File: src/rtl/serial_byte_tx.sv
// serial_byte_tx
//
// Byte-to-serial transmitter feeding a bit-serial receiver. A producer loads
// bytes into a one-entry holding register; once the receiver reports ready
// on status_in the byte moves to a shift register and goes out LSB-first.
// Each bit is qualified by a write strobe held high for HIGH_CYCLES clocks
// and then low for LOW_CYCLES clocks, with the data bit stable throughout.
//
// Optional feature: define SERIAL_TX_PARITY_EN to append a ninth, even-parity
// bit (XOR of the eight data bits) after bit 7. Without it exactly eight bits
// are sent and no parity logic exists.
//
// Parameters:
//   HIGH_CYCLES  clocks write_out is high per bit (>= 1)
//   LOW_CYCLES   clocks write_out is low after each bit (>= 1)
//
// Ports:
//   clock_1MHz  in   system clock, rising edge
//   rst         in   asynchronous reset, active low
//   byte_in     in   byte to transmit
//   enqueue_in  in   load request, accepted while ready_out is 1
//   ready_out   out  holding register empty
//   status_in   in   receiver ready (same clock domain)
//   data_out    out  serial data bit
//   write_out   out  bit strobe to the receiver
//   busy_out    out  byte transmission in progress
//   done_out    out  one-cycle pulse when a byte completes

module serial_byte_tx #(
  parameter int HIGH_CYCLES = 10,
  parameter int LOW_CYCLES  = 10
) (
  input  logic       clock_1MHz,
  input  logic       rst,
  input  logic [7:0] byte_in,
  input  logic       enqueue_in,
  output logic       ready_out,
  input  logic       status_in,
  output logic       data_out,
  output logic       write_out,
  output logic       busy_out,
  output logic       done_out
);

`ifdef SERIAL_TX_PARITY_EN
  localparam int NBITS = 9;
`else
  localparam int NBITS = 8;
`endif

  localparam int MAX_CYCLES = (HIGH_CYCLES > LOW_CYCLES) ? HIGH_CYCLES : LOW_CYCLES;
  localparam int PW         = $clog2(MAX_CYCLES + 1);

  localparam logic [PW-1:0] HI_LAST  = PW'(HIGH_CYCLES - 1);
  localparam logic [PW-1:0] LO_LAST  = PW'(LOW_CYCLES - 1);
  localparam logic [3:0]    LAST_BIT = 4'(NBITS - 1);

  localparam logic [1:0] IDLE      = 2'd0;
  localparam logic [1:0] STROBE_HI = 2'd1;
  localparam logic [1:0] STROBE_LO = 2'd2;
  localparam logic [1:0] REARM     = 2'd3;

  logic [1:0]       state;
  logic [7:0]       hold_reg;
  logic             hold_valid;
  logic [NBITS-1:0] shift_reg;
  logic [NBITS-1:0] load_word;
  logic [3:0]       bit_cnt;
  logic [PW-1:0]    phase_cnt;
  logic             armed;
  logic             start;

  // Word copied into the shift register at the start of a byte. With parity
  // enabled the parity bit sits above bit 7 so it naturally shifts out last.
`ifdef SERIAL_TX_PARITY_EN
  assign load_word = {^hold_reg, hold_reg};
`else
  assign load_word = hold_reg;
`endif

  assign ready_out = !hold_valid;

  // A byte may only start from IDLE once the receiver has cycled status low
  // since the previous byte (armed) and now reports ready again.
  assign start = (state == IDLE) && hold_valid && armed && status_in;

  // Holding register, shift path and strobe FSM. Every output is driven from
  // a flop so the receiver never sees a combinational path from our inputs.
  // The holding register is freed by a start and may be refilled on any later
  // edge, so the next byte can be queued while the current one is shifting.
  always_ff @(posedge clock_1MHz or negedge rst) begin
    if (!rst) begin
      state      <= IDLE;
      hold_reg   <= '0;
      hold_valid <= 1'b0;
      shift_reg  <= '0;
      bit_cnt    <= '0;
      phase_cnt  <= '0;
      armed      <= 1'b1;
      data_out   <= 1'b0;
      write_out  <= 1'b0;
      busy_out   <= 1'b0;
      done_out   <= 1'b0;
    end else begin
      done_out <= 1'b0;

      if (start) begin
        hold_valid <= 1'b0;
      end else if (enqueue_in && !hold_valid) begin
        hold_reg   <= byte_in;
        hold_valid <= 1'b1;
      end

      case (state)
        IDLE: begin
          if (start) begin
            shift_reg <= load_word;
            bit_cnt   <= '0;
            phase_cnt <= '0;
            data_out  <= load_word[0];
            write_out <= 1'b1;
            busy_out  <= 1'b1;
            state     <= STROBE_HI;
          end
        end

        STROBE_HI: begin
          if (phase_cnt == HI_LAST) begin
            phase_cnt <= '0;
            write_out <= 1'b0;
            state     <= STROBE_LO;
          end else begin
            phase_cnt <= phase_cnt + 1'b1;
          end
        end

        // data_out is left untouched here so the bit stays valid for the
        // whole high+low window; it only changes when the next bit begins.
        STROBE_LO: begin
          if (phase_cnt == LO_LAST) begin
            phase_cnt <= '0;
            if (bit_cnt == LAST_BIT) begin
              done_out <= 1'b1;
              busy_out <= 1'b0;
              data_out <= 1'b0;
              armed    <= 1'b0;
              state    <= REARM;
            end else begin
              shift_reg <= {1'b0, shift_reg[NBITS-1:1]};
              data_out  <= shift_reg[1];
              write_out <= 1'b1;
              bit_cnt   <= bit_cnt + 1'b1;
              state     <= STROBE_HI;
            end
          end else begin
            phase_cnt <= phase_cnt + 1'b1;
          end
        end

        // The receiver holds status high until it has consumed a byte; wait
        // for it to drop so a queued byte cannot start ahead of that.
        REARM: begin
          if (!status_in) begin
            armed <= 1'b1;
            state <= IDLE;
          end
        end

        default: begin
          state <= IDLE;
        end
      endcase
    end
  end

endmodule

File: config.mk
export PLATFORM = sky130hd
export DESIGN_NAME = serial_byte_tx
export DESIGN_NICKNAME = d
export VERILOG_FILES = /design/src/rtl/serial_byte_tx.sv
export SDC_FILE = /design/constraint.sdc
export NUM_CORES = 1
export LEC_CHECK = 0
export ABC_AREA = 1
export BUFFER_PORTS_ARGS = -buffer_cell sky130_fd_sc_hd__buf_2
export CAP_MARGIN = 20
export CORE_MARGIN = 2
export CORE_UTILIZATION = 45
export CTS_CLUSTER_SIZE = 40
export DETAILED_ROUTE_END_ITERATION = 16
export GPL_TIMING_DRIVEN = 1
export PLACE_DENSITY = 0.63
export SYNTH_ARGS = -nofsm -noshare
export SYNTH_HDL_FRONTEND = slang
export SYNTH_SLANG_ARGS = --single-unit
File: constraint.sdc
create_clock -name clock_1MHz -period 3.93 [get_ports clock_1MHz]
set_clock_uncertainty 0.15 [all_clocks]
set_input_delay 0.786 -clock clock_1MHz [delete_from_list [all_inputs] [get_ports clock_1MHz]]
set_output_delay 0.786 -clock clock_1MHz [all_outputs]
set_load 0.05 [all_outputs]
### Word-level counts from Yosys, hierarchy flattened

Cells that the tools add are included.

* input bits: 12
* logic and storage cells: 80
* latch bits: 0
* ROM bits: 0
* register bits: 32
* RAM bits: 0
* output and inout bits: 5
* memories kept: 0

* magnitude comparators: 0
* mux-type cells: 35
* divide/modulo/power cells: 0
* shift operators: 0
* bitwise operators: 1
* reduce and logical (&&, ||, !) cells: 20
* add/sub/neg operators: 2
* multiply operators: 0
* eq/ne operators: 11

Operators by type and width (count)
* 2-to-1 mux 8 bit: 3
* 2-to-1 mux 4 bit: 4
* one-hot mux 4 bit (2 select lines): 2
* one-hot mux 8 bit (2 select lines): 1
* AND reduction 4 bit: 4
* 2-to-1 mux 1 bit: 15
* != test 2 bit, second input constant: 6
* 2-to-1 mux 2 bit: 5
* adder 4 x 1 -> 4 bit, second input constant: 2
* one-hot mux 2 bit (4 select lines): 1
* nonzero test 2 bit: 4
* one-hot mux 1 bit (2 select lines): 3
* AND reduction 5 bit: 1
* equality test 2 bit, second input constant: 2
* equality test 4 x 3 -> 1 bit, second input constant: 1
* equality test 4 bit, second input constant: 1
* logical AND 1 bit: 4
* AND reduction 2 bit: 2
* one-hot mux 1 bit (3 select lines): 1
* AND reduction 3 bit: 1
* nonzero test 3 bit: 1
* equality test 2 x 1 -> 1 bit, second input constant: 1
* logical NOT 2 bit: 1
* OR reduction 2 bit: 1
* 2 further kinds: 2

### Logic depth before layout (Yosys ltp)

Gate-level depths: netlist (run 1).

* depth after elaboration: 6
* gate-level depth with buffers: 11
* mapped depth without buffers: 9

### Worst setup path before layout (run 1)

OpenSTA, ideal clock, no wires.

* path type: input to register
* from: in enqueue_in
* to: reg hold_reg[2]
* path buffers: 1
* data arrival time: 1403 ps
* data required time: 3655 ps
* setup time: 125 ps
* stages on the path: 3
* slack: 2253 ps
* path through: nand2_1 -> buf_2 -> mux2_2

* word-level cells in the longest chain between the ends: 2

Ends and longest elaborated chain
* start, declared: RTL line 36 `input logic enqueue_in,`
* logical AND 1 bit: RTL line 109 `end else if (enqueue_in && !hold_valid) begin`
* AND reduction 2 bit (no line)
* end signal, assigned: RTL line 110 `hold_reg <= byte_in;`
* end, declared: RTL line 64 `logic [7:0] hold_reg;`

No other way between the ends.
A chain may end at the register's enable or synchronous reset.

### Final worst setup path (run 1)

* from: reg state[0]
* to: reg shift_reg[1]

* word-level cells in the longest chain between the ends: 6
* elaborated cells on any way between the ends: 11
* those cells by class: eq/ne (4); mux (1); reduce/logical (6)

Ends and longest elaborated chain
* start, declared: RTL line 63 `logic [1:0] state;`
* start signal, assigned: RTL line 93 `state <= IDLE;`
* start signal, assigned: RTL line 123 `state <= STROBE_HI;`
* start signal, assigned: RTL line 131 `state <= STROBE_LO;`
* logical NOT 2 bit: RTL line 85, 114
* logical AND 1 bit (3 in series): RTL line 85 `assign start = (state == IDLE) && hold_valid && armed && status_in;`
* != test 2 bit (no line)
* AND reduction 4 bit (no line)
* end signal, assigned: RTL line 117 `shift_reg <= load_word;`
* end signal, assigned: RTL line 149 `shift_reg <= {1'b0, shift_reg[NBITS-1:1]};`
* end, declared: RTL line 66 `logic [NBITS-1:0] shift_reg;`

Parallel ways exist; a longest one is shown, timed or not.

==> results of run 1 <==
-- worst min-delay path: stages, from the launching register on --
cell	delay, ns
dfrtp_1	0.35
nand2_1	0.05
nand2_1	0.05
-- routing by layer --
metal	up-vias	part of all wire [%]	track usage, %
li1	637	-	-
met1	572	49	22.9
met2	21	45	27.1
met3	7	4.6	4.93
met4	0	1.6	6.65
met5	-	0	0
-- synthesized netlist by cell type --
cell type | number | share of area (%)
nand2_2 | 5 | 1.9
nor2_1 | 10 | 2.3
nand4_1 | 2 | 0.77
buf_4 | 1 | 0.46
o21ai_0 | 14 | 4.3
mux2_2 | 5 | 3.5
xnor2_1 | 2 | 1.1
buf_2 | 2 | 0.61
inv_2 | 2 | 0.46
nor2_2 | 2 | 0.77
nand3b_1 | 1 | 0.46
nand2_1 | 62 | 14
o21bai_1 | 1 | 0.46
inv_1 | 16 | 3.7
inv_4 | 1 | 0.38
or2_2 | 1 | 0.38
buf_6 | 2 | 1.4
nor2_4 | 3 | 2.1
dfrtp_1 | 30 | 46
xor2_1 | 2 | 1.1
a21oi_1 | 3 | 0.92
o22ai_1 | 1 | 0.38
o21ai_1 | 1 | 0.31
nand3_1 | 12 | 3.7
dfstp_2 | 1 | 1.6
ha_1 | 8 | 6.1
nand3_2 | 1 | 0.61
-- stage by stage --
| stage | instance area, um^2 | hold slack (ns) | worst slack (ns) | std cells | utilization (%) |
|---|---|---|---|---|---|
| global placement | 1730 | 0.309 | 1.73 | 248 | 50.6 |
| CTS | 1780 | 0.336 | 1.62 | 255 | 52.2 |
| global route | 1780 | 0.361 | 1.40 | 255 | 52.2 |
| floorplan | 1630 | 0.292 | 2.25 | 191 | - |
| detailed placement | 1730 | 0.310 | 1.64 | 248 | 50.6 |
| finish | 1780 | 0.328 | 1.62 | 255 | 52.2 |
-- final timing paths --
kind / from / endpoint / slack, ns / cells past startpoint
setup / recovery: state[0] / shift_reg[1] / 1.62 / 9
hold / removal: data_out / data_out / 0.33 / 2
setup reg to reg: state[0] / shift_reg[1] / 1.62 / 9
hold reg to reg: data_out / data_out / 0.33 / 2
max in group asynchronous: rst / busy_out / 2.85 / 1
min in group asynchronous: rst / phase_cnt[3] / 0.34 / 1
-- logic make-up (layout without fill, tap and decap cells) --
family,count (synthesis),after routing,synth area share [%]
buffers and inverters,24,42,6.98
multiplexers,5,5,3.45
adder cells (fa/ha/maj),8,8,6.14
AND/OR/NAND/NOR,99,99,27.2
AO/OA/AOI/OAI,20,20,6.37
XOR/XNOR,4,4,2.15
flip-flops,31,31,47.7
-- area by class of cell --
cell class	instances	share of cell area, %
Sequential cell	31	43.5
Timing Repair Buffer	16	4.49
Tap cell	46	3.23
Clock buffer	6	2.88
Inverter	19	4.14
Clock inverter	1	0.281
Multi-Input combinational cell	136	41.4
-- layout by cell type, fill, tap and decap left out, drive strengths merged --
| master | Yosys | final |
|---|---|---|
| nand2 | 67 | 67 |
| dfrtp | 30 | 30 |
| inv | 19 | 19 |
| buf | 5 | 16 |
| o21ai | 15 | 15 |
| nor2 | 15 | 15 |
| nand3 | 13 | 13 |
| ha | 8 | 8 |
| clkbuf | 0 | 6 |
| mux2 | 5 | 5 |
| a21oi | 3 | 3 |
| nand4 | 2 | 2 |
| xor2 | 2 | 2 |
| xnor2 | 2 | 2 |
| o21bai | 1 | 1 |
| or2 | 1 | 1 |
| o22ai | 1 | 1 |
| nand3b | 1 | 1 |
| dfstp | 1 | 1 |
| clkinv | 0 | 1 |
-- power groups by stage --
stage | Clock (mW) | Combinational [mW] | Sequential, mW
2_1_floorplan | 0 | 0.502 | 0.578
4_1_cts | 0.195 | 0.661 | 0.543
3_5_place_dp | 0 | 0.660 | 0.549
3_3_place_gp | 0 | 0.636 | 0.542
5_1_grt | 0.208 | 0.757 | 0.560
6_report | 0.188 | 0.653 | 0.543
==> results.cfg, run 1 <==
[run_status]
outcome = complete, no violations

[floorplan]
initial_core_util_pct = 47.7
ioPinCount = 17
die_w_um = 64.2
die-area_um2 = 4120
die_outline_height_um = 64.2
core_area_um2 = 3420
placement_rows = 21

[setup_path]
worstPathBufferInverterCount = 3
cp_max_fo = 18
cp-start-kind = flip-flop
path_cells = inv_1 > ha_1 > inv_4 > nor2_2 > nor2_4 > nor2_4 > inv_2 > nand2_1 > nand2_1
cp_arrival_ns = 2.39
worst_path_dominant_cell_family = simple AND/OR/NAND/NOR gates
timing.critical_path.slowest_cell_delay_ns = 0.58
criticalPathCategory = flip-flop to flip-flop
critPathRequiredTime_ns = 4.01
cp_slowest_cell = ha_1
crit_end_element = flip-flop

[cts]
cts-buffers-inserted = 5
bufs_on_longest_clock_path = 2
clock_sinks = 31
cts_root_buf = clkbuf_4
worst_setup_hold_path_clk_slew_ns = 0.09
ctsHoldBuffers = 0
post_cts_resize_count = 0
worstSkewPairLatency_ns = 0.33
htree_levels = 2
tritoncts_clock_tree = done
post_cts_buffers = 0

[finish]
multiInputGateArea_um2 = 739
fill_cells = 343
largest_register_ff_count = 8
n_antenna_cell = 0
layout-drive-gt1-share_pct = 21.1
syn_to_final_growth_pct = 9.44
final_net_count = 229
seq_area_um2 = 777

[placed_design]
hpwlAfterDp_um = 2220
placement.io_buffers = 16
routabilityCongestion = 0.774

[global_route]
grt_max_degree = 32
grt.total_usage_pct = 17.4
grt.overflow.total = 0
antenna_found_initial = 0
number_of_global_route_vias_before_repair = 1230
grt_first_pass_wirelength_um = 5510

[logic_synthesis]
synth.lib_cells_used.distinct = 27
yosysWarningCount = 0
postSynthRegisterBits = 31
register_area_share_after_synthesis_pct = 47.7
post_synth_inst_count = 191
mapped_avg_cell_area_um2 = 8.54
synthesis.nets = 211
synth.cell_area_um2 = 1630

[sta]
grt_setup_unrepaired = no
aggregate_negative_setup_slack_ns = 0
period_needed_ns = 2.31
setup_viol = 0
relSlewSlack_pct = 54.5
timing.fmax_ghz = 0.432
maxSlewViolCount = 0
min_period_over_period_pct = 58.9
least_margin_pin_slew_ns = 0.682
hold_violation_total_from_the_final_report = 0

[pwr]
p_switching_mw = 0.624
total_power_mw = 1.38
ir_worst_vdd_uv = 333
seqPwrFrac_pct = 39.2
p_leak_nw = 0.927
combinationalPowerShare_pct = 47.2
power.share.clock_pct = 13.6
p_sw_share_pct = 45.1
internal_power_mw = 0.760
powerDensity_nw_per_um2 = 775

[routing]
routed_wire_length_per_instance_um = 11.8
first_iter_violations = 46
ant_nets = 0
drc_errors = 0
viasPerCell = 4.85
wl_um = 3010
firstDrtPassIters = 4
dr_total_vias = 1237

[min_path]
min_path_type = flip-flop to flip-flop

[job]
max-cap-violations = 0
Note: power is estimated with default switching activity, not from simulation.
==> run 2: changes to the inputs <==
--- a/config.mk
+++ b/config.mk
@@ -5,7 +5,7 @@
 export SDC_FILE = /design/constraint.sdc
 export NUM_CORES = 1
 export LEC_CHECK = 0
-export ABC_AREA = 1
+export ABC_AREA = 0
 export BUFFER_PORTS_ARGS = -buffer_cell sky130_fd_sc_hd__buf_2
 export CAP_MARGIN = 20
 export CORE_MARGIN = 2
@@ -13,7 +13,7 @@
 export CTS_CLUSTER_SIZE = 40
 export DETAILED_ROUTE_END_ITERATION = 16
 export GPL_TIMING_DRIVEN = 1
-export PLACE_DENSITY = 0.63
+export PLACE_DENSITY = 0.65
 export SYNTH_ARGS = -nofsm -noshare
 export SYNTH_HDL_FRONTEND = slang
 export SYNTH_SLANG_ARGS = --single-unit
==> constraint.sdc (replaced) <==
create_clock -name clock_1MHz -period 1.9 [get_ports clock_1MHz]
set_clock_uncertainty 0.15 [all_clocks]
set_input_delay 0.38 -clock clock_1MHz [delete_from_list [all_inputs] [get_ports clock_1MHz]]
set_output_delay 0.38 -clock clock_1MHz [all_outputs]
set_load 0.05 [all_outputs]
==> run 2 against run 1 <==
Net effect:
- sequential share of layout area down 1.7 points
- clock power up 94%
- synthesized area rose by 0.54%
- combinational power shrank 92%
- cell count down 13%
- core utilization rose by 2.2 points
- design area grew 4.1%
- routed wire length increased by 5.6%
- setup slack worse by 1.5 ns
- largest cell class is now multi-input gates
- synthesized cell count is 21% lower
- critical path type unchanged
- critical endpoint is now phase_cnt[2]
==> results.cfg, run 2 <==
[run_status]
outcome = complete, no violations

[setup_path]
timing.reg2reg.worst_path_depth = 5
criticalPathCategory = flip-flop to flip-flop
crit_end_element = flip-flop
critPathRequiredTime_ns = 1.98
path_cells = inv_1 > ha_2 > buf_4 > mux2_2 > a22o_1
worstPathBufferInverterCount = 2
cp_arrival_ns = 1.91
worst_path_dominant_cell_family = flip-flops
cp_max_fo = 6
r2r-start = state[0]
timing.critical_path.slowest_cell_delay_ns = 0.44
rrSetupSlack_ns = 0.07
cp-start-kind = flip-flop
r2r-end = phase_cnt[2]
cp_slowest_cell = dfrtp_1

[cts]
cts_root_buf = clkbuf_4
worst_setup_hold_path_clk_slew_ns = 0.10
htree_levels = 2
worstSkewPairLatency_ns = 0.33
bufs_on_longest_clock_path = 2
tritoncts_clock_tree = done
cts-buffers-inserted = 5
clock_sinks = 31

[routing]
viasPerCell = 5.43
routed_wire_length_per_instance_um = 14.3
ant_nets = 0
wl_um = 3180
dr_total_vias = 1205
drc_errors = 0
first_iter_violations = 68
firstDrtPassIters = 4

[job]
max-cap-violations = 0

[finish]
seq_area_um2 = 777
multiInputGateArea_um2 = 787
layout.cells.most_common_list = dfrtp_1, a21oi_1, buf_2
n_antenna_cell = 0
fill_cells = 307
layout-drive-gt1-share_pct = 30.1
layout_commonest_cell = dfrtp_1
final_net_count = 195
syn_to_final_growth_pct = 13.4
largest_register_ff_count = 8
finish.instance_area_um2 = 1860

[placed_design]
hpwlAfterDp_um = 2340
placement.io_buffers = 16
placed_area_um2 = 1770
routabilityCongestion = 0.859

[logic_synthesis]
synthFlopType = dfrtp_1
postSynth.asyncResetShare_pct = 100
synth_largest_type_area_fraction_pct = 45.8
synth_commonest_cells = dfrtp_1, a21oi_1, inv_1, mux2_2, nand2_1
synth_most_common_cell = dfrtp_1
register_area_share_after_synthesis_pct = 47.4
yosysWarningCount = 0
synth.largest_area_cell = dfrtp_1
synth_enable_flop_cells = 0
mapped_avg_cell_area_um2 = 10.9
cells_taking_the_most_area_after_synthesis = dfrtp_1, mux2_2, ha_1
post_synth_inst_count = 151
synth.cell_area_um2 = 1640
synth.lib_cells_used.distinct = 38
synthesis.nets = 171
postSynthRegisterBits = 31

[sta]
maxSlewViolCount = 0
relSlewSlack_pct = 54.4
setup_viol = 0
hold_violation_total_from_the_final_report = 0
timing.fmax_ghz = 0.547
min_period_over_period_pct = 96.3
least_margin_pin_slew_ns = 0.684
period_needed_ns = 1.83

[floorplan]
die_outline_height_um = 64.4
die_w_um = 64.4
die-area_um2 = 4140
core_area_um2 = 3420
ioPinCount = 17
placement_rows = 21
initial_core_util_pct = 48.0

[global_route]
grt.overflow.total = 0
grt_first_pass_wirelength_um = 5820
met2_usage_grt_pct = 27.2
antenna_found_initial = 0
grt.met3_usage_pct = 3.70
grt_max_degree = 32
gr-max-usage-layer = met2
grt.total_usage_pct = 18.0
number_of_global_route_vias_before_repair = 1218
grt_use_met1_pct = 25.9

[min_path]
worstHoldEndpoint = hold_valid
hold_path_startpoint = enqueue_in
min_path_type = input pin to flip-flop
worst_hold_path.num_cells = 3

[pwr]
p_leak_nw = 0.877
powerDensity_nw_per_um2 = 598
total_power_mw = 1.11
ir_worst_vdd_uv = 398
[run 2: cell count changes in the layout (fill, tap and decap cells not counted), sizes merged, moves of 7 or more]
cell | previous run | this run
inv | 19 | 10
nor2 | 15 | 5
a21oi | 3 | 18
o21ai | 15 | 6
mux2i | 0 | 7
buf | 16 | 23
nand2 | 67 | 9
nand3 | 13 | 6
[run 2: cells by family (layout without fill, tap and decap cells)]
family	after synthesis	count (layout)	synth area share, %
AO/OA/AOI/OAI	42	42	17.5
AND/OR/NAND/NOR	36	36	12.7
flip-flops	31	31	47.4
multiplexers	17	17	11.1
buffers and inverters	17	42	5.19
adder cells (fa/ha/maj)	8	8	6.11
[run 2: worst max path at each step]
stage,from,endpoint,slack [ns],cells after the start
floorplan,state[0],state[1],0.16,7
global placement,bit_cnt[0],bit_cnt[0],0.09,5
detailed placement,bit_cnt[0],bit_cnt[0],0.07,5
CTS,bit_cnt[0],bit_cnt[0],0.05,5
global route,state[0],shift_reg[4],-0.006,7
finish,state[0],phase_cnt[2],0.07,5
[run 2: where the power goes]
group / switching [mW] / leakage, nW / internal [mW] / total [mW]
sequential: 0.0128 / 0.391 / 0.679 / 0.692
clock: 0.227 / 0.0347 / 0.137 / 0.364
combinational: 0.0254 / 0.451 / 0.0290 / 0.0544
[run 2: what timing repair did]
item	in CTS	in global routing
gates resized for setup	0	5
endpoints found under the setup margin	0	14
buffers inserted	0	1
hold endpoints to repair	30	0
hold buffers	1	0
[run 2: layout make-up]
cell class | instances | area share [%]
clock buffers | 5 | 2.02
clock inverters | 3 | 0.808
inverters | 10 | 2.02
multi-input cells | 103 | 42.4
flip-flops and latches | 31 | 41.8
well taps | 46 | 3.10
repair buffers | 24 | 7.88
[run 2: metrics by stage]
step	TNS [ns]	instances	hold WS (ns)	setup slack [ns]	util, %
2_1_floorplan	0	151	-0.0656	0.158	-
3_3_place_gp	0	212	0.305	0.0893	51.9
3_5_place_dp	0	212	0.318	0.0677	51.9
4_1_cts	0	221	0.119	0.0530	53.8
5_1_grt	-0.00630	222	0.106	-0.00630	54.4
6_report	0	222	0.129	0.0707	54.4
[run 2: layer usage]
| layer | share of wire, % | vias to the layer above |
|---|---|---|
| met5 | 0 | - |
| met4 | 1.1 | 0 |
| met1 | 50 | 576 |
| met3 | 3.8 | 4 |
| met2 | 45 | 22 |
| li1 | - | 603 |
[run 2: tightest hold or removal path, stage by stage]
cell and delay, ns:
buf_2 0.08, nor2_1 0.03, nor2_1 0.07
==> run 3: changes to the inputs <==
--- a/config.mk
+++ b/config.mk
@@ -13,7 +13,7 @@
 export CTS_CLUSTER_SIZE = 40
 export DETAILED_ROUTE_END_ITERATION = 16
 export GPL_TIMING_DRIVEN = 1
-export PLACE_DENSITY = 0.65
+export PLACE_DENSITY = 0.75
 export SYNTH_ARGS = -nofsm -noshare
 export SYNTH_HDL_FRONTEND = slang
 export SYNTH_SLANG_ARGS = --single-unit
==> run 3 against run 2 <==
Net effect:
- register-to-register slack hardly changed
- critical endpoint unchanged
- combinational power about the same
- first-iteration DRC count decreased by 26%
- largest power group unchanged
- core utilization increased by 1.7 points
- routed wire length up 3.0%
- sequential share of layout area shrank 1.3 points
- clock-buffer cell count increased by 1
- highest routed layer unchanged
- design area up 3.1%
- largest cell class unchanged
==> results.cfg, run 3 (synthesis gave the netlist of run 2 again) <==
[cts]
htree_levels = 2
clock_sinks = 31
worst_setup_hold_path_clk_slew_ns = 0.10
cts_root_buf = clkbuf_4
worstSkewPairLatency_ns = 0.34
cts-buffers-inserted = 5
bufs_on_longest_clock_path = 2
tritoncts_clock_tree = done

[global_route]
gr-max-usage-layer = met2
grt_first_pass_wirelength_um = 5690
grt.overflow.total = 0
grt.met3_usage_pct = 4.93
grt_use_met1_pct = 19.4
number_of_global_route_vias_before_repair = 1335
grt_max_degree = 32
grt.total_usage_pct = 18.1
antenna_found_initial = 0
met2_usage_grt_pct = 32.0

[setup_path]
worst_path_dominant_cell_family = flip-flops
cp_slowest_cell = dfrtp_1
cp_arrival_ns = 1.91
path_cells = inv_1 > ha_2 > buf_4 > mux2_2 > a22o_1
r2r-end = phase_cnt[2]
timing.reg2reg.worst_path_depth = 5
critPathRequiredTime_ns = 1.99
worst_setup_path_startpoint = state[1]
criticalPathCategory = flip-flop to flip-flop
cp.depth = 5
worstPathBufferInverterCount = 2
crit_end_element = flip-flop
cp_max_fo = 6
crit_end = phase_cnt[2]
timing.critical_path.slowest_cell_delay_ns = 0.44
r2r-start = state[1]
rrSetupSlack_ns = 0.08
cp-start-kind = flip-flop

[pwr]
p_switching_mw = 0.268
total_power_mw = 1.29
powerDensity_nw_per_um2 = 672
p_sw_share_pct = 20.8
ir_worst_vdd_uv = 338
p_leak_nw = 0.909
combinationalPowerShare_pct = 4.2
seqPwrFrac_pct = 53.6
power.share.clock_pct = 42.1
internal_power_mw = 1.02

[job]
max-cap-violations = 0

[finish]
post_layout_nonfiller_instances = 226
layout_commonest_cell = dfrtp_1
layout.cells.most_common_list = dfrtp_1, a21oi_1, buf_2
syn_to_final_growth_pct = 16.9
multiInputGateArea_um2 = 785
largest_register_ff_count = 8
final_net_count = 199
layout-drive-gt1-share_pct = 31.1
fill_cells = 331
finish.instance_area_um2 = 1920
seq_area_um2 = 777
layout.core_utilization_pct = 56.1
n_antenna_cell = 0

[sta]
timing.fmax_ghz = 0.551
min_period_over_period_pct = 95.6
period_needed_ns = 1.82
relSlewSlack_pct = 54.2
fin_ws_ns = 0.0844
setup_viol = 0
hold_violation_total_from_the_final_report = 0
least_margin_pin_slew_ns = 0.687
maxSlewViolCount = 0
timing.hold.ws_ns = 0.113
aggregate_negative_setup_slack_ns = 0

[floorplan]
placement_rows = 21
die_outline_height_um = 64.4
ioPinCount = 17
die_w_um = 64.4
core_area_um2 = 3420
die-area_um2 = 4140
initial_core_util_pct = 48.0

[placed_design]
placement.io_buffers = 16
place_worst_setup_slack_ns = 0.0302
hpwlAfterDp_um = 2420
placed_area_um2 = 1800
place_inst = 216
routabilityCongestion = 0.816

[routing]
firstDrtPassIters = 4
routed_wire_length_per_instance_um = 14.5
first_iter_violations = 50
dr_total_vias = 1260
drc_errors = 0
viasPerCell = 5.58
wl_um = 3270
ant_nets = 0

[run_status]
outcome = complete, no violations

[min_path]
min_path_type = input pin to flip-flop
[run 3: cell types whose count changed in the layout (fill, tap and decap cells not counted), sizes merged]
| cell | previous run | this run |
|---|---|---|
| clkbuf | 5 | 6 |
| buf | 23 | 27 |
| bufinv | 0 | 1 |
| clkinv | 3 | 1 |
[run 3: layout make-up]
class	instances	share of cell area (%)
Inverter	10	1.96
Timing Repair Buffer	28	9.01
Tap cell	46	3.00
Clock buffer	6	2.68
Sequential cell	31	40.6
Multi-Input combinational cell	103	41.0
Clock inverter	2	1.83
[run 3: routing by layer]
layer / up-vias / wire (um)
li1: 601 / -
met1: 623 / 1360
met2: 26 / 1690
met3: 10 / 150
met4: 0 / 80
met5: - / 0
[run 3: worst min path at each step]
| stage | start | slack, ns | cells past startpoint | to |
|---|---|---|---|---|
| after floorplan | rst | -0.07 | 0 | bit_cnt[0] |
| after global placement | rst | 0.30 | 1 | phase_cnt[1] |
| after detailed placement | rst | 0.31 | 1 | phase_cnt[1] |
| after CTS | byte_in[2] | 0.10 | 2 | hold_reg[2] |
| after global routing | byte_in[2] | 0.10 | 2 | hold_reg[2] |
| final | enqueue_in | 0.11 | 3 | hold_valid |
[run 3: repair_timing]
action | CTS | global route
setup endpoints to repair | 0 | 13
hold buffers | 1 | 0
setup buffers | 0 | 1
gates resized for setup | 0 | 3
endpoints found under the hold margin | 30 | 0
[run 3: power groups by stage]
stage	Sequential, mW	Combinational [mW]	Clock [mW]
3_5_place_dp	0.704	0.0549	0
3_3_place_gp	0.702	0.0522	0
2_1_floorplan	0.699	0.0266	0
4_1_cts	0.691	0.0565	0.561
5_1_grt	0.694	0.0635	0.584
6_report	0.690	0.0546	0.542
[run 3: worst register-to-register path: stages (launching register included)]
cell,delay [ns]
dfrtp_1,0.44
inv_1,0.13
ha_2,0.26
buf_4,0.14
mux2_2,0.36
a22o_1,0.23
